<file path="src/rtl/updown_counter_gen.sv">
// updown_counter_gen: prescaled up/down counter with modulus, wrap/saturate, load and limit reporting
module updown_counter_gen #(
  parameter int WIDTH    = 4,
  parameter int PRESCALE = 50_000_000,
  parameter int MAX_VAL  = 15,
  parameter int SATURATE = 0
) (
  input  logic             clk,
  input  logic             reset,
  input  logic             en,
  input  logic             dir,
  input  logic             load,
  input  logic [WIDTH-1:0] load_val,
  output logic [WIDTH-1:0] q,
  output logic             tick,
  output logic             wrap,
  output logic             at_limit
);
  localparam int PW = PRESCALE > 1 ? $clog2(PRESCALE) : 1;
  localparam logic [PW-1:0] PC_TOP = PW'(PRESCALE - 1);
  localparam logic [WIDTH-1:0] TOP = WIDTH'(MAX_VAL);
  localparam bit SAT = SATURATE != 0;
  logic [PW-1:0] pc;
  logic [1:0] en_r, dir_r;
  logic en_s, dir_s, lim, step;
  logic [WIDTH-1:0] q_step, q_next;
  assign en_s = en_r[1];
  assign dir_s = dir_r[1];
  assign at_limit = dir_s ? q == TOP : q == '0;
  always_comb begin
    lim = at_limit;
    step = tick && en_s && !(SAT && lim);
    q_step = dir_s ? (q >= TOP ? '0 : q + WIDTH'(1)) : (q == '0 ? TOP : q - WIDTH'(1));
    q_next = load ? (load_val > TOP ? TOP : load_val) : step ? q_step : q;
  end
  always_ff @(posedge clk or posedge reset) begin
    if (reset) begin
      en_r <= '0;
      dir_r <= '0;
      pc <= '0;
      tick <= 1'b0;
      q <= '0;
      wrap <= 1'b0;
    end else begin
      en_r <= {en_r[0], en};
      dir_r <= {dir_r[0], dir};
      pc <= (load || pc == PC_TOP) ? '0 : pc + PW'(1);
      // a load restarts the prescale period, so suppress the tick it would have produced
      tick <= !load && pc == PC_TOP;
      q <= q_next;
      wrap <= !SAT && !load && step && lim;
    end
  end
endmodule

</file>
<file path="config.mk">
export PLATFORM = sky130hd
export DESIGN_NAME = updown_counter_gen
export DESIGN_NICKNAME = d
export VERILOG_FILES = /design/src/rtl/updown_counter_gen.sv
export SDC_FILE = /design/constraint.sdc
export NUM_CORES = 1
export LEC_CHECK = 0
export CORE_ASPECT_RATIO = 1.75
export CORE_MARGIN = 4
export CORE_UTILIZATION = 60
export DETAILED_ROUTE_END_ITERATION = 10
export PLACE_DENSITY = 0.9
export SLEW_MARGIN = 15
export SYNTH_ARGS = -nofsm -noshare
export SYNTH_HDL_FRONTEND = slang
export SYNTH_SLANG_ARGS = --single-unit
</file>
<file path="constraint.sdc">
create_clock -name clk -period 3.8 [get_ports clk]
set_clock_uncertainty 0.2 [all_clocks]
set_input_delay 0.38 -clock clk [delete_from_list [all_inputs] [get_ports clk]]
set_output_delay 0.38 -clock clk [all_outputs]
set_load 0.03 [all_outputs]
</file>
# --- After elaboration in Yosys (flattened, before gate mapping) ---
# Index checks and enable logic that the tools add are counted.
word_totals:
  regBits: 36
  latch_bits: 0
  mem_bits_rw: 0
  romBits: 0
  in_bits: 9
  output_inout_bits: 7
  elab_cells: 29
  n_memories: 0
op_classes:
  addsub: 3
  n_mul: 0
  div_mod_pow: 0
  order_cmp: 2
  eq_ne: 2
  shifts: 0
  mux: 8
  bitwise: 0
  n_reduce_logical: 8
ops:
  columns: ["op", "n"]
  rows:
  - ["$add A26 B1 Y26 const B", 1]
  - ["$eq A26 B26 Y1 const B", 1]
  - ["$mux W26", 1]
  - ["$mux W4", 6]
  - ["$add A4 B1 Y4 const B", 1]
  - ["$eq A4 B4 Y1 const B", 1]
  - ["$ge A4 B4 Y1 const B", 1]
  - ["$gt A4 B4 Y1 const B", 1]
  - ["$logic_and A1 B1 Y1", 4]
  - ["$logic_not A4 Y1", 1]
  - ["$sub A4 B1 Y4 const B", 1]
  - ["$reduce_bool A2 Y1", 1]
  - ["$logic_not A1 Y1", 1]
  - ["$logic_or A1 B1 Y1", 1]
  - ["$mux W1", 1]

# --- Longest topological paths before layout ---
# Gate-level depths: netlist (run 1).
logic_depth:
  depth_word: 5
  depth_mapped: 6
  ltp_nobuf: 6

# --- Worst setup path after synthesis (run 1) ---
# OpenSTA, ideal clock, no wires.
synth_timing:
  kind: "register to output"
  from: "register q[0]"
  to: "output at_limit"
  arrival_ns: 2.016
  required_time_ns: 3.220
  setup_slack_ns: 1.204
  stages_incl_launch_ff: 5
  path_buffers: 0
  path_cell_list: "dfrtp_1 inv_1 ha_1 or3b_2 o21ai_0"
synth_via:
  elab_chain_cells: 2
  elab_cells_between_ends: 3
  classes_between: "eq/ne: 1; mux: 1; reduce/logical: 1"
synth_lines:
  columns: ["element", "line_no", "source"]
  rows:
  - ["from (decl)", "14", "output logic [WIDTH-1:0] q,"]
  - ["from (signal assigned)", "50", "q <= q_next;"]
  - ["$eq A4 B4 Y1 or $logic_not A4 Y1 (tied branches)", "29", "assign at_limit = dir_s ? q == TOP : q == '0;"]
  - ["$mux W1 (*)", "29", null]
  - ["to (decl)", "17", "output logic at_limit"]
# Every way passes the cells marked *; elsewhere a longest branch is shown, timed or not.

# --- Worst setup path after layout (run 1) ---
# Same ends and word-level chain as after synthesis.

==> metrics.md, run 1 <==
| Metric | Value |
|---|---|
| Status | finished clean |
| Main area contributors after synthesis | dfrtp_1 (47%), nor2_1 (4.3%), xnor2_1 (4.1%), o21ai_0 (3.9%), nand4_1 (3.0%) |
| Avg Inst Size Synth | 9.39 sq um |
| Slowest stage cell, crit path | clkdlybuf4s50_1 |
| Synth Instances | 203 |
| Hold Fails Final Rpt | 0 |
| Period utilization | 0.793 |
| Final net count | between 200 and 250 |
| Root Buffer | clkbuf_8 |
| Relative slew slack | 0.411 |
| Die W | ~51 um |
| Critical path required time | ~3.2 ns |
| Reg clk slew, reported paths | 0.07 ns |
| Final wirelength | 3.96 mm |
| Seq/Total Area, Yosys | 0.472 |
| Post-Syn Nets | 216 |
| Worst Setup Path Type | reg -> out |
| Clk buf depth | 2 |
| Post-route cell area | between 2000 and 2500 sq um |
| Initial antenna violation count | 0 |
| RSZ-0062 raised after global routing | no |
| Post-synth EDFFs | 0 |
| Number of global-route vias before repair | 1581 |
| Largest net degree at the start of global routing | 25 |
| Iteration count of the initial detailed-routing pass | 4 |
| Setup Fix Bufs, Post-CTS | 0 |
| Post-synthesis cell area | between 1500 and 2000 sq um |
| Arr. time, crit path | 2.43 ns |
| Hold Crit Class | reg -> reg |
| Total CTS buffers | 5 |
| Num ports | 16 |
| Global-route wire length before repair | 6.96 mm |
| # resized after CTS | 0 |
| Maximum VDD drop | ~420 uV |
| DR vias | 1547 |
| Worst-Skew Late Latency | 0.28 ns |
| Fraction of layout cells with a size suffix above 1 | 0.0995 |
| Critical Path Fanout Max | 8 |
| DPL Wire Length | 2.94 mm |
| Top cell type's share of synthesized area | 0.472 |
| CTS tree | done |
| Initial core utilization | 0.637 |
| Async SR Flop Fraction | 1.00 |
| Drt wl/cell | 15.1 um |
| Slowest stage delay, CP | 0.70 ns |
| Slew @ Worst Pin | 0.882 ns |
| Slew Viols, Final | 0 |
| Clk sinks | 36 |
| Chip height | 82.6 um |
| Num rows | 26 |
| Max Cap Viol | 0 |
| Final ANT Viol Nets | 0 |
| Leakage | ~0.86 nW |
| Drt drc | 0 |
| Tmin final | 3.01 ns |
| DP Area | 2100 sq um |
| Top cell type by total area after synthesis | dfrtp_1 |
| Final setup fails | 0 |
| Synthesis Warnings | 0 |
| PD cells | ~360 nW/um^2 |
| DR iter-0 viols | 36 |
| Worst setup EP type | primary output |
| Achievable Freq | between 0.3 and 0.4 GHz |
| Ant diodes | 0 |
| Yosys cell types | 39 |
| Layout overhead on the synthesized area | 15.8% |
| Main flop type after synthesis | dfrtp_1 |
| GRT overflow | 0 |
| Core Footprint | 2990 sq um |
| DR vias/cell | about 5.9 |
| H-tree depth | 2 |
| Die ar. | 4180 sq um |
| Setup TNS | 0 ns |
| Gr usage total | 0.223 |
| Count of hold-fix buffers inserted at cts | 0 |
| Global placer's final weighted congestion | 0.843 |
| Fill cells | around 220 |
| Buffers on Ports | 15 |
| Setup crit start kind | flip-flop |
| Worst-path cell chain | inv_1, ha_1, or3b_2, o21ai_0, clkdlybuf4s50_1 |
| #FFs+latches synth | 36 |
| Fin util | 0.738 |
[path summary, 6_finish.rpt]
kind | from | to | slack (ns) | depth (start not counted)
hold / removal | dir_r[0] | dir_r[1] | 0.16 | 0
max in group asynchronous | reset | pc[25] | 2.28 | 3
setup reg to reg | pc[2] | pc[17] | 1.40 | 4
min in group asynchronous | reset | pc[5] | 0.40 | 2
setup / recovery | q[0] | at_limit | 0.79 | 5
hold reg to reg | dir_r[0] | dir_r[1] | 0.16 | 0
[cell families (layout without fill, tap and decap cells)]
logic type	Yosys count	after routing	synth area share
AO/OA/AOI/OAI	38	38	0.118
XOR/XNOR	15	15	0.0689
adder cells (fa/ha/maj)	4	4	0.0262
buffers and inverters	16	34	0.0328
flip-flops	36	36	0.472
multiplexers	1	1	0.00525
AND/OR/NAND/NOR	93	93	0.276
[power by group]
| group | internal (mW) | total, mW | switching (mW) |
|---|---|---|---|
| clock network | 0.195 | 0.323 | 0.129 |
| registers | 0.392 | 0.404 | 0.0123 |
| logic | 0.0297 | 0.0688 | 0.0392 |
[critical path: cells and delay by family, from the launching register on]
family | cells | cell delay [ns]
fa+ha+maj | 1 | 0.20
flops | 1 | 0.46
compound gates | 1 | 0.19
buf+inv | 2 | 0.83
simple gates | 1 | 0.47
[layout make-up]
cell class,instances,area (sq um),area share
multi-input cells,151,948,0.429
well taps,42,52.6,0.0238
inverters,9,33.8,0.0153
clock buffers,6,72.6,0.0329
clock inverters,2,35.0,0.0159
repair buffers,17,165,0.0748
flip-flops and latches,36,901,0.408
[registers in the layout (all words and copies together), names as in the netlist]
register,flops
pc,26
q,4
dir_r,2
en_r,2
tick,1
wrap,1
[per-layer routing]
| layer | GRT usage | share of wire | up-vias | wire length [um] |
|---|---|---|---|---|
| met2 | 0.423 | 0.54 | 36 | 2130 |
| met1 | 0.228 | 0.40 | 735 | 1600 |
| met3 | 0.0395 | 0.031 | 12 | 122 |
| met5 | 0 | 0 | - | 0 |
| met4 | 0.121 | 0.027 | 0 | 108 |
| li1 | - | - | 764 | - |
[stage by stage]
step                      hold slack, ns  total power, mW  cells  setup WS, ns
after global routing               0.165            0.831    263         0.678
final                              0.157            0.796    263         0.787
after floorplan                    0.131            0.450    203          1.20
after detailed placement           0.146            0.480    255          1.10
after CTS                          0.161            0.805    263         0.789
after global placement             0.133            0.478    255          1.17
[synth_stat cells, types with 2 or more instances]
library cell and count:
a21oi_1 11, a21oi_2 2, a31oi_1 2, and3_1 5
and4_1 2, buf_2 2, clkbuf_1 5, dfrtp_1 36
ha_1 4, inv_1 9, nand2_1 13, nand3_1 9
nand4_1 9, nor2_1 22, nor3_1 3, nor4_1 5
o21ai_0 15, o31ai_1 4, or3_1 7, or3_2 2
or4_1 4, or4_4 2, xnor2_1 9, xor2_1 6
[layout by cell type, fill, tap and decap left out, types with 3 or more instances in the layout]
master           count
dfrtp_1             36
nor2_1              22
o21ai_0             15
clkdlybuf4s50_1     15
nand2_1             13
a21oi_1             11
inv_1                9
nand4_1              9
nand3_1              9
xnor2_1              9
or3_1                7
xor2_1               6
and3_1               5
nor4_1               5
clkbuf_8             5
or4_1                4
ha_1                 4
o31ai_1              3
nor3_1               3
No activity file was read; power rests on OpenSTA's default activity.
==> inputs of run 2 (changes only) <==
--- a/config.mk
+++ b/config.mk
@@ -7,9 +7,9 @@
 export LEC_CHECK = 0
 export CORE_ASPECT_RATIO = 1.75
 export CORE_MARGIN = 4
-export CORE_UTILIZATION = 60
+export CORE_UTILIZATION = 57
 export DETAILED_ROUTE_END_ITERATION = 10
-export PLACE_DENSITY = 0.9
+export PLACE_DENSITY = 0.87
 export SLEW_MARGIN = 15
 export SYNTH_ARGS = -nofsm -noshare
 export SYNTH_HDL_FRONTEND = slang
==> constraint.sdc (replaced) <==
create_clock -name clk -period 2.8 [get_ports clk]
set_clock_uncertainty 0.2 [all_clocks]
set_input_delay 0.28 -clock clk [delete_from_list [all_inputs] [get_ports clk]]
set_output_delay 0.28 -clock clk [all_outputs]
set_load 0.03 [all_outputs]
==> run 2 against run 1 <==
  * Setup slack lost 0.62 ns
  * Combinational power increased by 42%
  * Cell area is the same
  * Clock-buffer cell count unchanged
  * Sequential cell count did not move
  * Non-clock buffer count is 2 higher
  * Critical path type unchanged
  * Critical endpoint unchanged
  * Largest cell class unchanged
  * Largest power group unchanged
  * Highest routed layer unchanged
==> metrics.md, run 2 (same netlist as run 1, synthesis figures left out) <==
| Metric | Value |
|---|---|
| PD cells | 460 nW/um^2 (+28%) |
| CTS tree | done |
| Worst-Skew Late Latency | 0.29 ns (about the same) |
| Hold path startpoint | dir_r[0] |
| Relative slew slack | 0.547 (+0.136) |
| Final wirelength | 4.28 mm (+8.0%) |
| Reg clk slew, reported paths | 0.06 ns (about the same) |
| Final setup fails | 0 (unchanged) |
| Core Footprint | 3180 sq um (+6.1%) |
| Flop pwr share | 0.538 (+0.031) |
| Leakage | 0.871 nW (+1.1%) |
| Ant diodes | 0 (unchanged) |
| Initial antenna violation count | 0 (unchanged) |
| Largest register by flop count | pc |
| FF-to-FF setup slack | 0.42 ns (-0.98 ns) |
| Die ar. | 4370 sq um (+4.6%) |
| Final net count | 235 (+0.86%) |
| Hold Crit Class | reg -> reg |
| Root Buffer | clkbuf_8 |
| Setup Fix Bufs, Post-CTS | 0 (unchanged) |
| Die W | 51.7 um (+2.2%) |
| Chip height | 84.5 um (+2.3%) |
| Worst r2r path cells | 6 (+2) |
| H-tree depth | 2 (unchanged) |
| Clk sinks | 36 (unchanged) |
| Reg2reg start | pc[0] |
| Drt drc | 0 (unchanged) |
| Combinational power share | 0.096 (+0.010) |
| Buffers on Ports | 15 (unchanged) |
| RSZ-0062 raised after global routing | no |
| Worst Hold End | dir_r[1] |
| Count of hold-fix buffers inserted at cts | 0 (unchanged) |
| DPL Wire Length | 3.07 mm (+4.4%) |
| Fin util | 0.695 (-0.0424) |
| # resized after CTS | 1 (+1) |
| Critical Path Fanout Max | 6 (-2) |
| Gr usage total | 0.225 (+0.00161) |
| Hold Fails Final Rpt | 0 (unchanged) |
| Maximum VDD drop | 300 uV (-29%) |
| Drt wl/cell | 16.1 um (+6.8%) |
| Iteration count of the initial detailed-routing pass | 5 (+1) |
| Layout overhead on the synthesized area | 15.8% (unchanged) |
| Total CTS buffers | 5 (unchanged) |
| GRT overflow | 0 (unchanged) |
| DR vias | 1616 (+4.5%) |
| Max Cap Viol | 0 (unchanged) |
| Num rows | 27 (+3.8%) |
| Initial core utilization | 0.600 (-0.0367) |
| Slew Viols, Final | 0 (unchanged) |
| Slew @ Worst Pin | 0.675 ns (-0.207 ns) |
| Critical path required time | 2.32 ns (-0.90 ns) |
| Worst Setup Path Type | reg -> out |
| Fill cells | 261 (+20%) |
| Fraction of layout cells with a size suffix above 1 | 0.112 (+0.0126) |
| Switching part of the total | 0.243 (+0.0166) |
| Cell Int Power | 0.769 mW (+25%) |
| Achievable Freq | 0.380 GHz |
| Worst hold stages | 0 (unchanged) |
| Global placer's final weighted congestion | 0.809 (-4.1%) |
| DR vias/cell | 6.08 (+3.3%) |
| P_sw | 0.247 mW (+37%) |
| Largest regs | pc x26, q x4 |
| Reg-to-reg endpoint | pc[12] |
| Number of global-route vias before repair | 1645 (+4.0%) |
| Setup crit start kind | flip-flop |
| Tmin final | approximately 2.6 ns |
| Num ports | 16 (unchanged) |
| Clock power frac | 0.366 (-0.040) |
| Largest net degree at the start of global routing | 37 (+48%) |
| Arr. time, crit path | 2.15 ns (-0.28 ns) |
| Max reg flops | 26 (unchanged) |
| Global-route wire length before repair | 7.39 mm (+6.1%) |
| DR iter-0 viols | 86 (+140%) |
| Period utilization | 0.939 |
| Final ANT Viol Nets | 0 (unchanged) |
| Commonest non-fill, non-tap cell in the layout | dfrtp_1 |
| Worst setup EP type | primary output |
| Status | finished clean |
| Most frequent cells in the layout | dfrtp_1 (36), nor2_1 (22), o21ai_0 (15) |
| Setup TNS | 0 ns (unchanged) |
| Clk buf depth | 2 (unchanged) |
-- run 2: cell types whose count changed in the layout (fill, tap and decap cells not counted), sizes merged --
cell / delta
clkdlybuf4s50: -1
bufinv: -1
buf: +2
dlygate4sd2: +1
clkinv: +1
-- run 2: worst max-delay path: stages, from the launching register on --
cell	delay (ns)
dfrtp_1	0.43
inv_1	0.11
ha_1	0.18
or3b_2	0.46
o21ai_0	0.24
dlygate4sd2_1	0.44
-- run 2: through the flow --
stage	total power [mW]	hold slack [ns]	setup WS, ns	instances	area (sq um)
finish	1.02	0.165	0.172	266	2210
CTS	1.02	0.169	0.209	266	2210
global placement	0.651	0.133	0.320	258	2120
global route	1.06	0.177	0.108	266	2210
detailed placement	0.655	0.145	0.226	258	2120
floorplan	0.611	0.111	0.251	203	1910
-- run 2: power by group through the flow --
stage	clock [mW]	sequential, mW	combinational (mW)
floorplan	0	0.564	0.0464
global placement	0	0.555	0.0958
detailed placement	0	0.556	0.0989
CTS	0.380	0.546	0.0982
global route	0.402	0.548	0.108
finish	0.372	0.546	0.0979
-- run 2: worst max-delay path by stage --
stage          startpoint       end  slack [ns]  cells past startpoint
5_1_grt              q[1]  at_limit        0.11                      5
4_1_cts              q[1]  at_limit        0.21                      5
6_report             q[1]  at_limit        0.17                      5
3_3_place_gp         q[1]  at_limit        0.32                      5
3_5_place_dp         q[1]  at_limit        0.23                      5
2_1_floorplan        q[0]      wrap        0.25                      5
-- run 2: layout make-up --
| class | count | area (sq um) | area share |
|---|---|---|---|
| multi-input cells | 151 | 948 | 0.429 |
| flip-flops and latches | 36 | 901 | 0.408 |
| repair buffers | 19 | 179 | 0.0810 |
| clock buffers | 6 | 82.6 | 0.0374 |
| well taps | 43 | 53.8 | 0.0244 |
| inverters | 9 | 33.8 | 0.0153 |
| clock inverters | 2 | 10.0 | 0.00453 |
-- run 2: metal layers --
metal | vias up | GRT usage | routed length (um)
met5 | - | 0 | 0
met4 | 0 | 0.131 | 145
met3 | 16 | 0.0462 | 172
met2 | 55 | 0.391 | 2330
met1 | 778 | 0.241 | 1630
li1 | 767 | - | -
==> inputs of run 3 (changes only) <==
--- a/config.mk
+++ b/config.mk
@@ -5,8 +5,7 @@
 export SDC_FILE = /design/constraint.sdc
 export NUM_CORES = 1
 export LEC_CHECK = 0
-export CORE_ASPECT_RATIO = 1.75
-export CORE_MARGIN = 4
+export CORE_MARGIN = 5
 export CORE_UTILIZATION = 57
 export DETAILED_ROUTE_END_ITERATION = 10
 export PLACE_DENSITY = 0.87
==> run 3 against run 2 <==
  * Highest routed layer unchanged
  * Die area is 5.3% higher
  * Utilization is 0.29 points lower
  * Sequential share of layout area is 1.2 points lower
  * Critical endpoint unchanged
  * Setup slack better by 0.060 ns
  * First-iteration DRC count is 10% higher
  * Critical path depth stayed put
  * Maximum frequency is 2.3% higher
  * Clock-buffer cell count is 1 lower
  * Register-to-register slack better by 0.02 ns
  * Sequential power hardly changed
  * Combinational power is 5.8% lower
  * Cell area is 3.0% higher
==> metrics.md, run 3 (same netlist as run 1, synthesis figures left out) <==
| Metric | Value |
|---|---|
| Root Buffer | clkbuf_4 |
| Final ANT Viol Nets | 0 (unchanged) |
| Ant diodes | 0 (unchanged) |
| Max reg flops | 26 (unchanged) |
| Die ar. | 4600 sq um (+5.3%) |
| Largest net degree at the start of global routing | 37 (unchanged) |
| Worst Setup Path Type | reg -> out |
| Tmin final | 2.57 ns (-0.0602 ns) |
| Leakage | 0.899 nW (+3.3%) |
| Drt drc | 0 (unchanged) |
| Post-route cell area | 2270 sq um (+3.0%) |
| Worst r2r path cells | 4 (-2) |
| Total CTS buffers | 5 (unchanged) |
| H-tree depth | 2 (unchanged) |
| Chip height | 67.8 um (-20%) |
| Largest register by flop count | pc |
| Hold Crit Class | in -> async |
| Largest regs | pc x26, q x4 |
| Achievable Freq | 0.389 GHz (+2.3%) |
| CP Buf/Inv Count | 2 (unchanged) |
| Gr usage total | 0.202 (-0.0224) |
| PD cells | 521 nW/um^2 (+13%) |
| Clk sinks | 36 (unchanged) |
| Layout overhead on the synthesized area | 19.3% |
| Initial antenna violation count | 0 (unchanged) |
| Setup crit start kind | flip-flop |
| Critical Path Fanout Max | 8 (+2) |
| Reg2reg start | pc[13] |
| P_sw | 0.247 mW (-0.19%) |
| Relative slew slack | 0.504 (-0.0430) |
| Die W | 67.8 um (+31%) |
| Fraction of layout cells with a size suffix above 1 | 0.128 (+0.0162) |
| Hold Fails Final Rpt | 0 (unchanged) |
| Busiest grt layer | met2 |
| Cell Int Power | 0.939 mW (+22%) |
| Slew @ Worst Pin | 0.744 ns (+0.0686 ns) |
| Final net count | 238 (+1.3%) |
| M1 GR Usage | 0.255 (+0.0140) |
| Clock power frac | 0.460 (+0.094) |
| Critical path required time | 2.32 ns (about the same) |
| DPL Wire Length | 2.85 mm (-7.4%) |
| DP Area | 2140 sq um (+1.2%) |
| Setup TNS | 0 ns (unchanged) |
| Worst-Skew Late Latency | 0.34 ns (+0.05 ns) |
| Worst setup EP type | primary output |
| Iteration count of the initial detailed-routing pass | 4 (-1) |
| Slowest stage delay, CP | 0.48 ns (+0.02 ns) |
| Most frequent cells in the layout | dfrtp_1 (36), nor2_1 (22), o21ai_0 (15) |
| Setup Fix Bufs, Post-CTS | 0 (unchanged) |
| Worst-path cell chain | inv_1, ha_1, or3b_2, o21ai_0, clkbuf_2 |
| Reg-to-reg endpoint | pc[24] |
| GRT overflow | 0 (unchanged) |
| Slowest stage cell, crit path | dfrtp_1 |
| Slew Viols, Final | 0 (unchanged) |
| DR iter-0 viols | 95 (+10%) |
| Clk buf depth | 2 (unchanged) |
| Num ports | 16 (unchanged) |
| Period utilization | 0.917 (-0.0215) |
| Maximum VDD drop | 323 uV (+7.7%) |
| Initial core utilization | 0.581 (-0.0199) |
| FF-to-FF setup slack | 0.44 ns (+0.02 ns) |
| Core Footprint | 3280 sq um (+3.4%) |
| Met3 global-route usage | 0.0378 (-0.00841) |
| Flop pwr share | 0.462 (-0.076) |
| Buffers on Ports | 15 (unchanged) |
| DR vias/cell | 5.88 (-3.2%) |
| CTS tree | done |
| Final wirelength | 4.02 mm (-6.1%) |
| Max Cap Viol | 0 (unchanged) |
| Switching part of the total | 0.208 (-0.0352) |
| Global placer's final weighted congestion | 0.854 (+5.6%) |
| CP delay by family, top | flip-flops |
| Num rows | 21 (-22%) |
| Status | finished clean |
| Routing usage on met2 | 0.323 (-0.0677) |
| DR vias | 1599 (-1.1%) |
| Combinational power share | 0.078 (-0.018) |
| Drt wl/cell | 14.8 um (-8.2%) |
| Final setup fails | 0 (unchanged) |
| Reg clk slew, reported paths | 0.11 ns (+0.05 ns) |
| Global-route wire length before repair | 6.79 mm (-8.1%) |
| Number of global-route vias before repair | 1529 (-7.1%) |
| Arr. time, crit path | 2.09 ns (-0.06 ns) |
| RSZ-0062 raised after global routing | no |
| Commonest non-fill, non-tap cell in the layout | dfrtp_1 |
run 3: cell count changes in the layout (fill, tap and decap cells not counted), moves of 2 or more:
cell       change
clkbuf_4       +5
clkbuf_8       -6
clkinv_2       -2
buf_4          +3
bufinv_16      +3
run 3: through the flow:
stage	utilization	power, mW	hold WS [ns]	instances	worst slack [ns]
3_3_place_gp	0.653	0.648	0.134	264	0.225
5_1_grt	0.693	1.23	0.175	272	0.110
2_1_floorplan	-	0.611	0.111	203	0.251
4_1_cts	0.691	1.19	0.138	272	0.0574
6_report	0.693	1.19	0.122	272	0.232
3_5_place_dp	0.653	0.651	0.149	264	0.185
run 3: power by group through the flow:
| stage | logic [mW] | clock network, mW | registers [mW] |
|---|---|---|---|
| after global routing | 0.103 | 0.578 | 0.551 |
| after CTS | 0.0933 | 0.554 | 0.548 |
| after global placement | 0.0919 | 0 | 0.556 |
| final | 0.0922 | 0.546 | 0.548 |
| after detailed placement | 0.0930 | 0 | 0.558 |
| after floorplan | 0.0464 | 0 | 0.564 |
run 3: final cells by class:
class	count	area [sq um]
flip-flops and latches	36	901
clock inverters	3	90.1
repair buffers	22	198
well taps	46	57.6
inverters	9	33.8
clock buffers	5	37.5
multi-input cells	151	957
fillers	251	1010
run 3: layer usage:
layer | vias up | part of all wire
met5 | - | 0
met4 | 0 | 0.030
met3 | 13 | 0.049
met2 | 43 | 0.50
met1 | 758 | 0.42
li1 | 785 | -
run 3: tightest hold or removal path, cell delays in order:
cell and delay (ns):
clkdlybuf4s50_1 0.40, inv_1 0.05, buf_4 0.38
run 3: repair_timing:
item,CTS,global route
endpoints found under the setup margin,1,1
gates resized for setup,1,3
hold buffers,0,0
pin swaps,0,0
run 3: worst max path at each step:
stage,slack (ns),endpoint,startpoint,depth (start not counted)
4_1_cts,0.06,at_limit,q[0],5
6_report,0.23,at_limit,q[0],5
3_5_place_dp,0.19,pc[25],pc[0],6
2_1_floorplan,0.25,wrap,q[0],5
3_3_place_gp,0.23,at_limit,q[0],5
5_1_grt,0.11,at_limit,q[0],5
